$ cat src/rtl/mux2_8_rr_arbiter.sv
// Round-robin arbiter sharing one 2:1 data mux between two valid/ready requesters.
// Bursts are capped so a continuously valid requester cannot starve the other port.
module mux2_8_rr_arbiter #(
   parameter int unsigned WIDTH     = 8,
   parameter int unsigned MAX_BURST = 4
) (
   input  logic             clk,
   input  logic             rst_n,
   input  logic [WIDTH-1:0] d0,
   input  logic             v0,
   output logic             r0,
   input  logic [WIDTH-1:0] d1,
   input  logic             v1,
   output logic             r1,
   output logic [WIDTH-1:0] y,
   output logic             y_valid,
   input  logic             y_ready,
   output logic             sel,
   output logic             busy
);

   localparam int unsigned CNT_W = 8;
   localparam logic [CNT_W-1:0] BURST_LAST = CNT_W'(MAX_BURST);

   typedef enum logic [1:0] {
      ST_IDLE   = 2'd0,
      ST_GRANT0 = 2'd1,
      ST_GRANT1 = 2'd2
   } state_t;

   state_t             r_state;
   logic               r_ptr;
   logic               r_sel;
   logic [CNT_W-1:0]   r_count;
   logic [WIDTH-1:0]   r_y;
   logic               r_y_valid;

   state_t             w_state_nxt;
   state_t             w_oth_state;
   logic               w_ptr_nxt;
   logic               w_sel_nxt;
   logic [CNT_W-1:0]   w_count_nxt;
   logic [CNT_W-1:0]   w_count_inc;
   logic [WIDTH-1:0]   w_y_nxt;
   logic               w_y_valid_nxt;
   logic               w_out_free;
   logic               w_r0;
   logic               w_r1;
   logic               w_xfer;
   logic               w_burst_end;
   logic               w_v_cur;
   logic               w_v_oth;
   logic               w_oth_ptr;

   // Output stage can accept a beat when empty or draining this cycle.
   assign w_out_free  = !r_y_valid || y_ready;
   assign w_r0        = (r_state == ST_GRANT0) && w_out_free;
   assign w_r1        = (r_state == ST_GRANT1) && w_out_free;
   assign w_xfer      = (v0 && w_r0) || (v1 && w_r1);
   assign w_count_inc = r_count + CNT_W'(1);
   assign w_burst_end = (w_count_inc == BURST_LAST);

   assign w_v_cur     = (r_state == ST_GRANT1) ? v1 : v0;
   assign w_v_oth     = (r_state == ST_GRANT1) ? v0 : v1;
   assign w_oth_state = (r_state == ST_GRANT1) ? ST_GRANT0 : ST_GRANT1;
   assign w_oth_ptr   = (r_state == ST_GRANT0);

   // Next-state, pointer, burst count and output-stage logic.
   always_comb begin
      w_state_nxt   = r_state;
      w_ptr_nxt     = r_ptr;
      w_count_nxt   = r_count;
      w_sel_nxt     = r_sel;
      w_y_nxt       = r_y;
      w_y_valid_nxt = r_y_valid;

      case (r_state)
         ST_IDLE: begin
            if (v0 && (!v1 || r_ptr)) begin
               w_state_nxt = ST_GRANT0;
               w_ptr_nxt   = 1'b0;
               w_count_nxt = '0;
            end else if (v1) begin
               w_state_nxt = ST_GRANT1;
               w_ptr_nxt   = 1'b1;
               w_count_nxt = '0;
            end
         end
         ST_GRANT0, ST_GRANT1: begin
            if (w_xfer && w_burst_end) begin
               w_count_nxt = '0;
               if (w_v_oth) begin
                  w_state_nxt = w_oth_state;
                  w_ptr_nxt   = w_oth_ptr;
               end
            end else if (!w_v_cur) begin
               if (w_v_oth) begin
                  w_state_nxt = w_oth_state;
                  w_ptr_nxt   = w_oth_ptr;
                  w_count_nxt = '0;
               end else begin
                  w_state_nxt = ST_IDLE;
               end
            end else if (w_xfer) begin
               w_count_nxt = w_count_inc;
            end
         end
         default: begin
            w_state_nxt = ST_IDLE;
            w_count_nxt = '0;
         end
      endcase

      // Select follows the granted port; IDLE keeps the last value.
      case (w_state_nxt)
         ST_GRANT0: w_sel_nxt = 1'b0;
         ST_GRANT1: w_sel_nxt = 1'b1;
         default:   w_sel_nxt = r_sel;
      endcase

      if (w_xfer) begin
         w_y_nxt       = r_sel ? d1 : d0;
         w_y_valid_nxt = 1'b1;
      end else if (r_y_valid && y_ready) begin
         w_y_valid_nxt = 1'b0;
      end
   end

   always_ff @(posedge clk) begin
      if (!rst_n) begin
         r_state   <= ST_IDLE;
         r_ptr     <= 1'b1;
         r_sel     <= 1'b0;
         r_count   <= '0;
         r_y       <= '0;
         r_y_valid <= 1'b0;
      end else begin
         r_state   <= w_state_nxt;
         r_ptr     <= w_ptr_nxt;
         r_sel     <= w_sel_nxt;
         r_count   <= w_count_nxt;
         r_y       <= w_y_nxt;
         r_y_valid <= w_y_valid_nxt;
      end
   end

   assign r0      = w_r0;
   assign r1      = w_r1;
   assign y       = r_y;
   assign y_valid = r_y_valid;
   assign sel     = r_sel;
   assign busy    = (r_state != ST_IDLE);

endmodule

$ cat config.mk
export PLATFORM = sky130hd
export DESIGN_NAME = mux2_8_rr_arbiter
export DESIGN_NICKNAME = d
export VERILOG_FILES = /design/src/rtl/mux2_8_rr_arbiter.sv
export SDC_FILE = /design/constraint.sdc
export NUM_CORES = 1
export LEC_CHECK = 0
export ABC_AREA = 1
export CAP_MARGIN = 20
export CORE_MARGIN = 5
export CORE_UTILIZATION = 49
export CTS_CLUSTER_SIZE = 14
export DETAILED_ROUTE_END_ITERATION = 16
export PLACE_DENSITY_LB_ADDON = 0.12
export SLEW_MARGIN = 20
export SYNTH_ARGS = -nofsm -noshare
export SYNTH_HDL_FRONTEND = slang
export SYNTH_SLANG_ARGS = --single-unit
export TNS_END_PERCENT = 10
$ cat constraint.sdc
create_clock -name clk -period 5.7 [get_ports clk]
set_input_delay 0.57 -clock clk [delete_from_list [all_inputs] [get_ports clk]]
set_output_delay 0.57 -clock clk [all_outputs]
set_load 0.05 [all_outputs]
==> results.json <==
{
  "reg2reg_from": "r_state[0]",
  "tns_ns": 0,
  "p_sw_uw": 348,
  "r2r_cells": 16,
  "clk_latency_ns": 0.31,
  "grt_max_degree": 17,
  "p_seq_share_pct": 32.1,
  "worstReg2RegEnd": "sel",
  "core_area_um2": 2690,
  "tightestPinTransition_ns": 0.710,
  "vias": 1436,
  "yosysWarnings": 0,
  "drive_gt1_share_pct": 8.90,
  "antenna_found_initial": 0,
  "arrival_ns": 2.16,
  "ys_types": 27,
  "power_density_nw_per_um2": 404,
  "cp_max_fo": 4,
  "fp.dieH_um": 62.3,
  "start_util_pct": 49.9,
  "insertedDiodeCount": 0,
  "start_kind": "primary input",
  "use_met1_pct": 21.3,
  "rows": 19,
  "synth_flop_cell": "dfxtp_1",
  "crit_start": "y_ready",
  "setup-violations-final": 0,
  "end_kind": "primary output",
  "cts_root_buffer": "clkbuf_4",
  "design.final.nets": 264,
  "cts_buffers": 3,
  "worst_slack_ns": 2.97,
  "wl_um": 3390,
  "ys_seq_elements": 21,
  "cts_sinks": 21,
  "maxSlewViolCount": 0,
  "clock_power_share_pct": 11.2,
  "critPathKind": "primary input to primary output",
  "slew-limit-headroom_pct": 52.7,
  "grt_setup_unrepaired": "no",
  "grtUsageTotal_pct": 18.1,
  "routed_via_density": 5.38,
  "cts_setup_buffers": 0,
  "yosys.area.top_type_share_pct": 31.3,
  "status": "finished, final reports clean",
  "synthTopCellsByCount": "52 x nand2_1, 24 x inv_1, 21 x dfxtp_1, 17 x o21ai_0, 15 x nor2_1",
  "pwr-share-comb_pct": 56.8,
  "internal_power_uw": 345,
  "use_met2_pct": 31.7,
  "hold_path_class": "register to register",
  "gp_congestion": 0.930,
  "syn_area_um2": 1340,
  "syn_avg_cell_area_um2": 6.57,
  "max_cap_viol_count": 0,
  "leakagePower_uw": 0.000741,
  "drc": 0,
  "portBuffers": 33,
  "finalHoldViolations": 0,
  "fillCellCount": 260,
  "die_w_um": 62.3,
  "rrSetupSlack_ns": 3.33,
  "grtUsageMet3_pct": 3.96,
  "dr.pass1.iters": 4,
  "swShare_pct": 50.2,
  "yosysMostFrequentCell": "nand2_1",
  "hpwl_um": 2700,
  "cts_resized": 0,
  "area_delta_synth_final_pct": 27.9,
  "cts_max_level": 1,
  "worstPathRequired_ns": 5.13,
  "fmax_ghz": 0.366,
  "synth_area_leader_cell": "dfxtp_1",
  "ys_seq_area_share_pct": 31.3,
  "period_share_pct": 48.0,
  "pre_cts_slack_ns": 2.94,
  "cts_tree": "built",
  "fin_util_pct": 63.9,
  "fin_crit_ns": 2.73,
  "fin_worst_skew_ns": 0.00351,
  "die_area_um2": 3880,
  "drt-initial-drc-count": 87,
  "clockBufferDepth": 2,
  "synth-edff-count": 0,
  "async_flop_share_pct": 0,
  "irDropWorstVdd_uv": 320,
  "hold_buffers": 0,
  "io_pins": 34,
  "yosys-top-cells-area": "dfxtp_1 31%, nand2_1 15%, inv_1 6.7%",
  "syn_nets": 231,
  "syn_inst": 204,
  "clk_pin_slew_worst_paths_ns": 0.13,
  "whs_ns": 0.483,
  "post_drt_wl_per_cell_um": 12.7,
  "grt_pass1_wl_um": 5810,
  "grt_pass1_vias": 1360,
  "grt-ovfl-total": 0,
  "busiest_layer": "met2",
  "ant_nets": 0,
  "crit_end": "r1"
}
-- worst min-delay path by stage --
stage	slack, ns	depth (start not counted)	startpoint	endpoint
floorplan	0.42	2	r_ptr	r_ptr
global placement	0.45	2	r_ptr	r_ptr
detailed placement	0.46	2	r_ptr	r_ptr
CTS	0.49	2	r_ptr	r_ptr
global route	0.52	2	r_ptr	r_ptr
finish	0.48	2	r_ptr	r_ptr
-- through the flow --
| stage | std cells | cell area (um2) | total power [uW] |
|---|---|---|---|
| CTS | 267 | 1720 | 696 |
| global route | 267 | 1720 | 752 |
| floorplan | 204 | 1340 | 507 |
| finish | 267 | 1720 | 693 |
| detailed placement | 263 | 1690 | 618 |
| global placement | 263 | 1690 | 611 |
-- logic make-up after synthesis --
kind of cell	after synthesis	synth area share [%]
AND/OR/NAND/NOR	91	29.7
AO/OA/AOI/OAI	51	23.2
buffers and inverters	35	10.2
flip-flops	21	31.3
adder cells (fa/ha/maj)	6	5.60
-- cells in the final DEF (no fill, tap or decap) --
cell type | synthesis | final
nand2_1 | 52 | 52
clkdlybuf4s50_1 | 0 | 33
inv_1 | 24 | 24
dfxtp_1 | 21 | 21
o21ai_0 | 17 | 17
nor2_1 | 15 | 15
nand3_1 | 12 | 12
a21oi_1 | 12 | 12
a31oi_1 | 8 | 8
ha_1 | 6 | 6
inv_2 | 4 | 4
o21bai_1 | 4 | 4
nand2_2 | 4 | 4
nor2_2 | 3 | 3
clkbuf_4 | 0 | 3
nand3_2 | 2 | 2
clkinv_2 | 1 | 2
a22oi_1 | 2 | 2
o21ai_1 | 2 | 2
a21oi_4 | 2 | 2
a211oi_1 | 2 | 2
nor3_1 | 1 | 1
nand4_1 | 1 | 1
nor2_4 | 1 | 1
o22ai_1 | 1 | 1
o211ai_1 | 1 | 1
clkinv_1 | 1 | 1
-- final cells by class --
| type | count | area (um2) | share of cell area, % |
|---|---|---|---|
| inverters | 30 | 114 | 6.64 |
| clock buffers | 3 | 22.5 | 1.31 |
| well taps | 31 | 38.8 | 2.26 |
| clock inverters | 1 | 5.00 | 0.292 |
| flip-flops and latches | 21 | 420 | 24.5 |
| multi-input cells | 148 | 785 | 45.7 |
| repair buffers | 33 | 330 | 19.3 |
-- worst max-delay path, cell delays in order --
cell             delay, ns
clkdlybuf4s50_1       0.46
inv_1                 0.04
nand2_1               0.12
inv_1                 0.08
nor2_1                0.09
clkdlybuf4s50_1       0.80
-- flip-flops by register name, summed over array words and instances, names as in the netlist --
signal   flops
r_state      2
y_valid      1
r_ptr        1
y            8
sel          1
r_count      8
-- per-layer routing --
metal | vias up | part of all wire [%] | routed length (um)
met2 | 44 | 50 | 1690
met3 | 5 | 6.5 | 219
met1 | 656 | 42 | 1440
met4 | 0 | 1.5 | 52
met5 | - | 0 | 0
li1 | 731 | - | -
-- power by group through the flow --
| stage | combinational [uW] | sequential, uW | clock (uW) |
|---|---|---|---|
| 2_1_floorplan | 234 | 273 | 0 |
| 3_3_place_gp | 387 | 224 | 0 |
| 3_5_place_dp | 393 | 226 | 0 |
| 4_1_cts | 394 | 223 | 79.2 |
| 5_1_grt | 435 | 230 | 86.8 |
| 6_report | 393 | 222 | 77.5 |
No activity file was read; power rests on OpenSTA's default activity.
==> patch 1, RTL diff (config.mk and constraints unchanged) <==
The parameter `WIDTH` goes from 8 to 10.
--- a/src/rtl/mux2_8_rr_arbiter.sv
+++ b/src/rtl/mux2_8_rr_arbiter.sv
@@ -1,7 +1,7 @@
 // Round-robin arbiter sharing one 2:1 data mux between two valid/ready requesters.
 // Bursts are capped so a continuously valid requester cannot starve the other port.
 module mux2_8_rr_arbiter #(
-   parameter int unsigned WIDTH     = 8,
+   parameter int unsigned WIDTH     = 10,
    parameter int unsigned MAX_BURST = 4
 ) (
    input  logic             clk,
Ports: changed (resized d0, d1 and y); port bits go from 34 to 40. No check against the original RTL was run, so the function may have changed too.
==> patch 1 against the original RTL <==
- largest power group unchanged
- final area up 6.0%
- largest cell class unchanged
- count of clock-buffer cells in the layout up 1
- worst hold slack better by 12 ps
- sequential cell count up 2
- setup slack better by 73 ps
- power up 4.5%
- routed wire length down 2.5%
- synthesized area up 3.0%
==> patch 1: results (changes against the original RTL) <==
<table>
<tr><th>Metric</th><th>Value</th></tr>
<tr><th colspan="2">Outcome</th></tr>
<tr><td>Run status</td><td>finished, final reports clean</td></tr>
<tr><th colspan="2">Finish</th></tr>
<tr><td>Buffer share of cell area</td><td>21.5% (+2.2 points)</td></tr>
<tr><td>Fraction of layout instances using a drive strength above 1</td><td>8.37% (-0.53 points)</td></tr>
<tr><td>Non-clock buffer count in the final layout</td><td>39 (+18%)</td></tr>
<tr><td>Proportion of cell area occupied by multi-input gates</td><td>44.7% (-1.1 points)</td></tr>
<tr><td>Signal inverters</td><td>24 (-20%)</td></tr>
<tr><td>Filler Cells Inserted</td><td>238 (-8.5%)</td></tr>
<tr><th colspan="2">Logic synthesis</th></tr>
<tr><td>Top post-synthesis cells by area</td><td>sky130_fd_sc_hd__dfxtp_1 33%, sky130_fd_sc_hd__nand2_1 13%, sky130_fd_sc_hd__o21ai_0 5.8%, sky130_fd_sc_hd__ha_1 5.4%, sky130_fd_sc_hd__inv_1 5.4%</td></tr>
<tr><td>Adder-cell share of the synthesized area</td><td>5.43% (-0.16 points)</td></tr>
<tr><td>Net count after synthesis</td><td>232 (+0.43%)</td></tr>
<tr><td>Distinct cell type count of the synthesized netlist</td><td>29 (+7.4%)</td></tr>
<tr><td>Most used standard cells in the synthesized netlist</td><td>49 x sky130_fd_sc_hd__nand2_1, 23 x sky130_fd_sc_hd__dfxtp_1, 20 x sky130_fd_sc_hd__inv_1</td></tr>
<tr><th colspan="2">Timing</th></tr>
<tr><td>Part of the cycle the worst path needs</td><td>46.7% (-1.3 points)</td></tr>
<tr><th colspan="2">Worst setup path</th></tr>
<tr><td>Capture point of the critical path</td><td>busy</td></tr>
<tr><td>Reg2reg setup slack</td><td>3390 ps (+60 ps)</td></tr>
<tr><th colspan="2">Drt</th></tr>
<tr><td>Total wirelength of the detailed-routed design</td><td>3310 um (-2.5%)</td></tr>
<tr><td>Vias per inst</td><td>5.34 (-0.63%)</td></tr>
<tr><th colspan="2">Hold path</th></tr>
<tr><td>Critical hold path startpoint</td><td>r_count[7]</td></tr>
<tr><th colspan="2">Clocking</th></tr>
<tr><td>Num Clock Sinks</td><td>23 (+9.5%)</td></tr>
<tr><th colspan="2">Placed design</th></tr>
<tr><td>Post-Place Worst Slack</td><td>2980 ps (+44.0 ps)</td></tr>
<tr><td>Final estimated routing congestion in global placement</td><td>0.889 (-4.3%)</td></tr>
<tr><th colspan="2">GRT</th></tr>
<tr><td>Vias in the first global route</td><td>1473 (+8.3%)</td></tr>
<tr><th colspan="2">Power and ir drop</th></tr>
<tr><td>Flop+latch power</td><td>0.000235 W (+6%)</td></tr>
<tr><td>Clock power share</td><td>10.5% (-0.7 points)</td></tr>
<tr><td>Maximum vdd drop</td><td>0.253 mV (-21%)</td></tr>
</table>
## patch 1: worst max-delay path: stages (launching register included)
cell and delay [ps]:
sky130_fd_sc_hd__dfxtp_1 450, sky130_fd_sc_hd__inv_1 100, sky130_fd_sc_hd__ha_1 240, sky130_fd_sc_hd__inv_1 150, sky130_fd_sc_hd__clkdlybuf4s50_1 830
## patch 1: layer usage
metal	GRT usage (%)	share of wire [%]
met5	0	0
met2	30.8	49
met4	7.96	0.88
met3	4.44	6.3
met1	19.5	44
## patch 1: cells by family (layout without fill, tap and decap cells)
| logic type | count (synthesis) | count (layout) |
|---|---|---|
| adder cells (fa/ha/maj) | 6 | 6 |
| buffers and inverters | 29 | 67 |
| flip-flops | 23 | 23 |
| AND/OR/NAND/NOR | 90 | 90 |
| AO/OA/AOI/OAI | 49 | 49 |
| XOR/XNOR | 4 | 4 |
==> patch 2, RTL diff (same flow settings) <==
Without the edit above. Take the reset off `r_y` and load it in a clocked block of its own.
--- a/src/rtl/mux2_8_rr_arbiter.sv
+++ b/src/rtl/mux2_8_rr_arbiter.sv
@@ -132,16 +132,18 @@
          r_ptr     <= 1'b1;
          r_sel     <= 1'b0;
          r_count   <= '0;
-         r_y       <= '0;
          r_y_valid <= 1'b0;
       end else begin
          r_state   <= w_state_nxt;
          r_ptr     <= w_ptr_nxt;
          r_sel     <= w_sel_nxt;
          r_count   <= w_count_nxt;
-         r_y       <= w_y_nxt;
          r_y_valid <= w_y_valid_nxt;
       end
+   end
+
+   always_ff @(posedge clk) begin
+      r_y <= w_y_nxt;
    end
 
    assign r0      = w_r0;
Behaviour: differs if rst_n is asserted again (counterexample within 4 cycles, from zero or initial values and one cycle with rst_n low); with rst_n held inactive, the same outputs for 10 cycles.
==> patch 2 against the original RTL <==
- clock power decreased by 2%
- synthesized cell count decreased by 5.4%
- synthesized area increased by 2.1%
- combinational power decreased by 5%
- final area increased by 2.0%
- first-iteration DRC count decreased by 44%
- setup slack got worse by 24 ps
- die area increased by 1.7%
- routed wire length decreased by 4.4%
- utilization increased by 0.73 points
- power decreased by 1.2%
- sequential cell count unchanged
- largest power group unchanged
==> patch 2: results (changes against the original RTL) <==
<table>
<tr><th>Metric</th><th>Value</th></tr>
<tr><th colspan="2">Outcome</th></tr>
<tr><td>Run status</td><td>finished, final reports clean</td></tr>
<tr><th colspan="2">Logic synthesis</th></tr>
<tr><td>Number of enable-type register cells in the synthesized netlist</td><td>8 (+8)</td></tr>
<tr><td>Distinct cell type count of the synthesized netlist</td><td>30 (+11%)</td></tr>
<tr><td>Share of synthesized area occupied by flip-flops and latches</td><td>36.6% (+5.2 points)</td></tr>
<tr><td>Net count after synthesis</td><td>220 (-4.8%)</td></tr>
<tr><td>Most used standard cells in the synthesized netlist</td><td>56 x sky130_fd_sc_hd__nand2_1, 26 x sky130_fd_sc_hd__inv_1, 21 x sky130_fd_sc_hd__nor2_1</td></tr>
<tr><td>Top post-synthesis cells by area</td><td>sky130_fd_sc_hd__dfxtp_1 19%, sky130_fd_sc_hd__edfxtp_1 18%, sky130_fd_sc_hd__nand2_1 15%, sky130_fd_sc_hd__inv_1 7.1%, sky130_fd_sc_hd__nor2_1 5.8%</td></tr>
<tr><th colspan="2">Timing</th></tr>
<tr><td>Worst setup skew after layout</td><td>2.95 ps (-0.561 ps)</td></tr>
<tr><td>Smallest hold slack</td><td>485 ps (+2.07 ps)</td></tr>
<tr><td>Tightest slew margin relative to the limit</td><td>66.4% (+14 points)</td></tr>
<tr><th colspan="2">Placed design</th></tr>
<tr><td>Final estimated routing congestion in global placement</td><td>0.942 (+1.3%)</td></tr>
<tr><td>Final HPWL from detailed placement</td><td>2580 um (-4.1%)</td></tr>
<tr><th colspan="2">Finish</th></tr>
<tr><td>Area of the multi-input gates</td><td>744 um2 (-5.1%)</td></tr>
<tr><td>Fin nets</td><td>256 (-3.0%)</td></tr>
<tr><td>Filler Cells Inserted</td><td>242 (-6.9%)</td></tr>
<tr><td>Fraction of layout instances using a drive strength above 1</td><td>9.65% (+0.75 points)</td></tr>
<tr><th colspan="2">Drt</th></tr>
<tr><td>Total wirelength of the detailed-routed design</td><td>3240 um (-4.4%)</td></tr>
<tr><td>Routed wirelength normalized by instance count</td><td>12.5 um (-1.5%)</td></tr>
<tr><td>Via count</td><td>1353 (-5.8%)</td></tr>
<tr><th colspan="2">GRT</th></tr>
<tr><td>Wire length of the first global-routing pass</td><td>5230 um (-10%)</td></tr>
<tr><td>All-Layer GR Usage</td><td>15.9% (-2.2 points)</td></tr>
<tr><td>Vias in the first global route</td><td>1191 (-12%)</td></tr>
<tr><td>Largest net degree at the start of global routing</td><td>13 (-4)</td></tr>
<tr><th colspan="2">Worst setup path</th></tr>
<tr><td>Reg2reg setup slack</td><td>3250 ps (-80 ps)</td></tr>
<tr><td>Worst path arrival time</td><td>2190 ps (+30 ps)</td></tr>
<tr><th colspan="2">Hold path</th></tr>
<tr><td>Critical hold path startpoint</td><td>r_count[7]</td></tr>
<tr><td>Hold Path Sink</td><td>r_count[7]</td></tr>
<tr><th colspan="2">Power and ir drop</th></tr>
<tr><td>Leakage power total</td><td>0.773 nW (+4.2%)</td></tr>
</table>
patch 2: where the power goes:
part | switching [W] | total, W | internal [W]
logic | 0.000246 | 0.000374 | 0.000128
clock network | 0.0000497 | 0.0000759 | 0.0000262
registers | 0.0000363 | 0.000235 | 0.000198
patch 2: per-layer routing:
layer  up-vias  share of wire, %  GRT usage [%]
met3         2               4.4           2.70
met4         0              0.62           4.24
met2        39                51           27.8
met1       621                43           20.0
li1        691                 -              -
met5         -                 0              0
patch 2: critical path: cells and delay by family:
| kind | cells | cell delay (ps) |
|---|---|---|
| AND/OR/NAND/NOR | 2 | 240 |
| buffers and inverters | 4 | 1390 |
patch 2: cell type report:
| cell class | count | share of cell area [%] |
|---|---|---|
| clock inverters | 1 | 0.286 |
| multi-input cells | 141 | 42.5 |
| inverters | 29 | 6.22 |
| flip-flops and latches | 21 | 28.6 |
| clock buffers | 3 | 1.29 |
| well taps | 31 | 2.22 |
| repair buffers | 33 | 18.9 |
patch 2: worst max path at each step:
stage          startpoint  end  slack [ps]
2_1_floorplan  r_state[0]  sel        3620
4_1_cts           y_ready   r1        2940
3_3_place_gp      y_ready   r1        2980
5_1_grt        r_state[0]   r1        2810
6_report          y_ready   r1        2940
3_5_place_dp           v1  sel        2940
patch 2: cells by family (layout without fill, tap and decap cells):
kind of cell | count (synthesis) | count (layout) | synth area share [%]
adder cells (fa/ha/maj) | 6 | 6 | 5.48
AND/OR/NAND/NOR | 99 | 99 | 32.2
AO/OA/AOI/OAI | 34 | 34 | 15.4
flip-flops | 21 | 21 | 36.6
buffers and inverters | 31 | 66 | 9.05
XOR/XNOR | 2 | 2 | 1.28
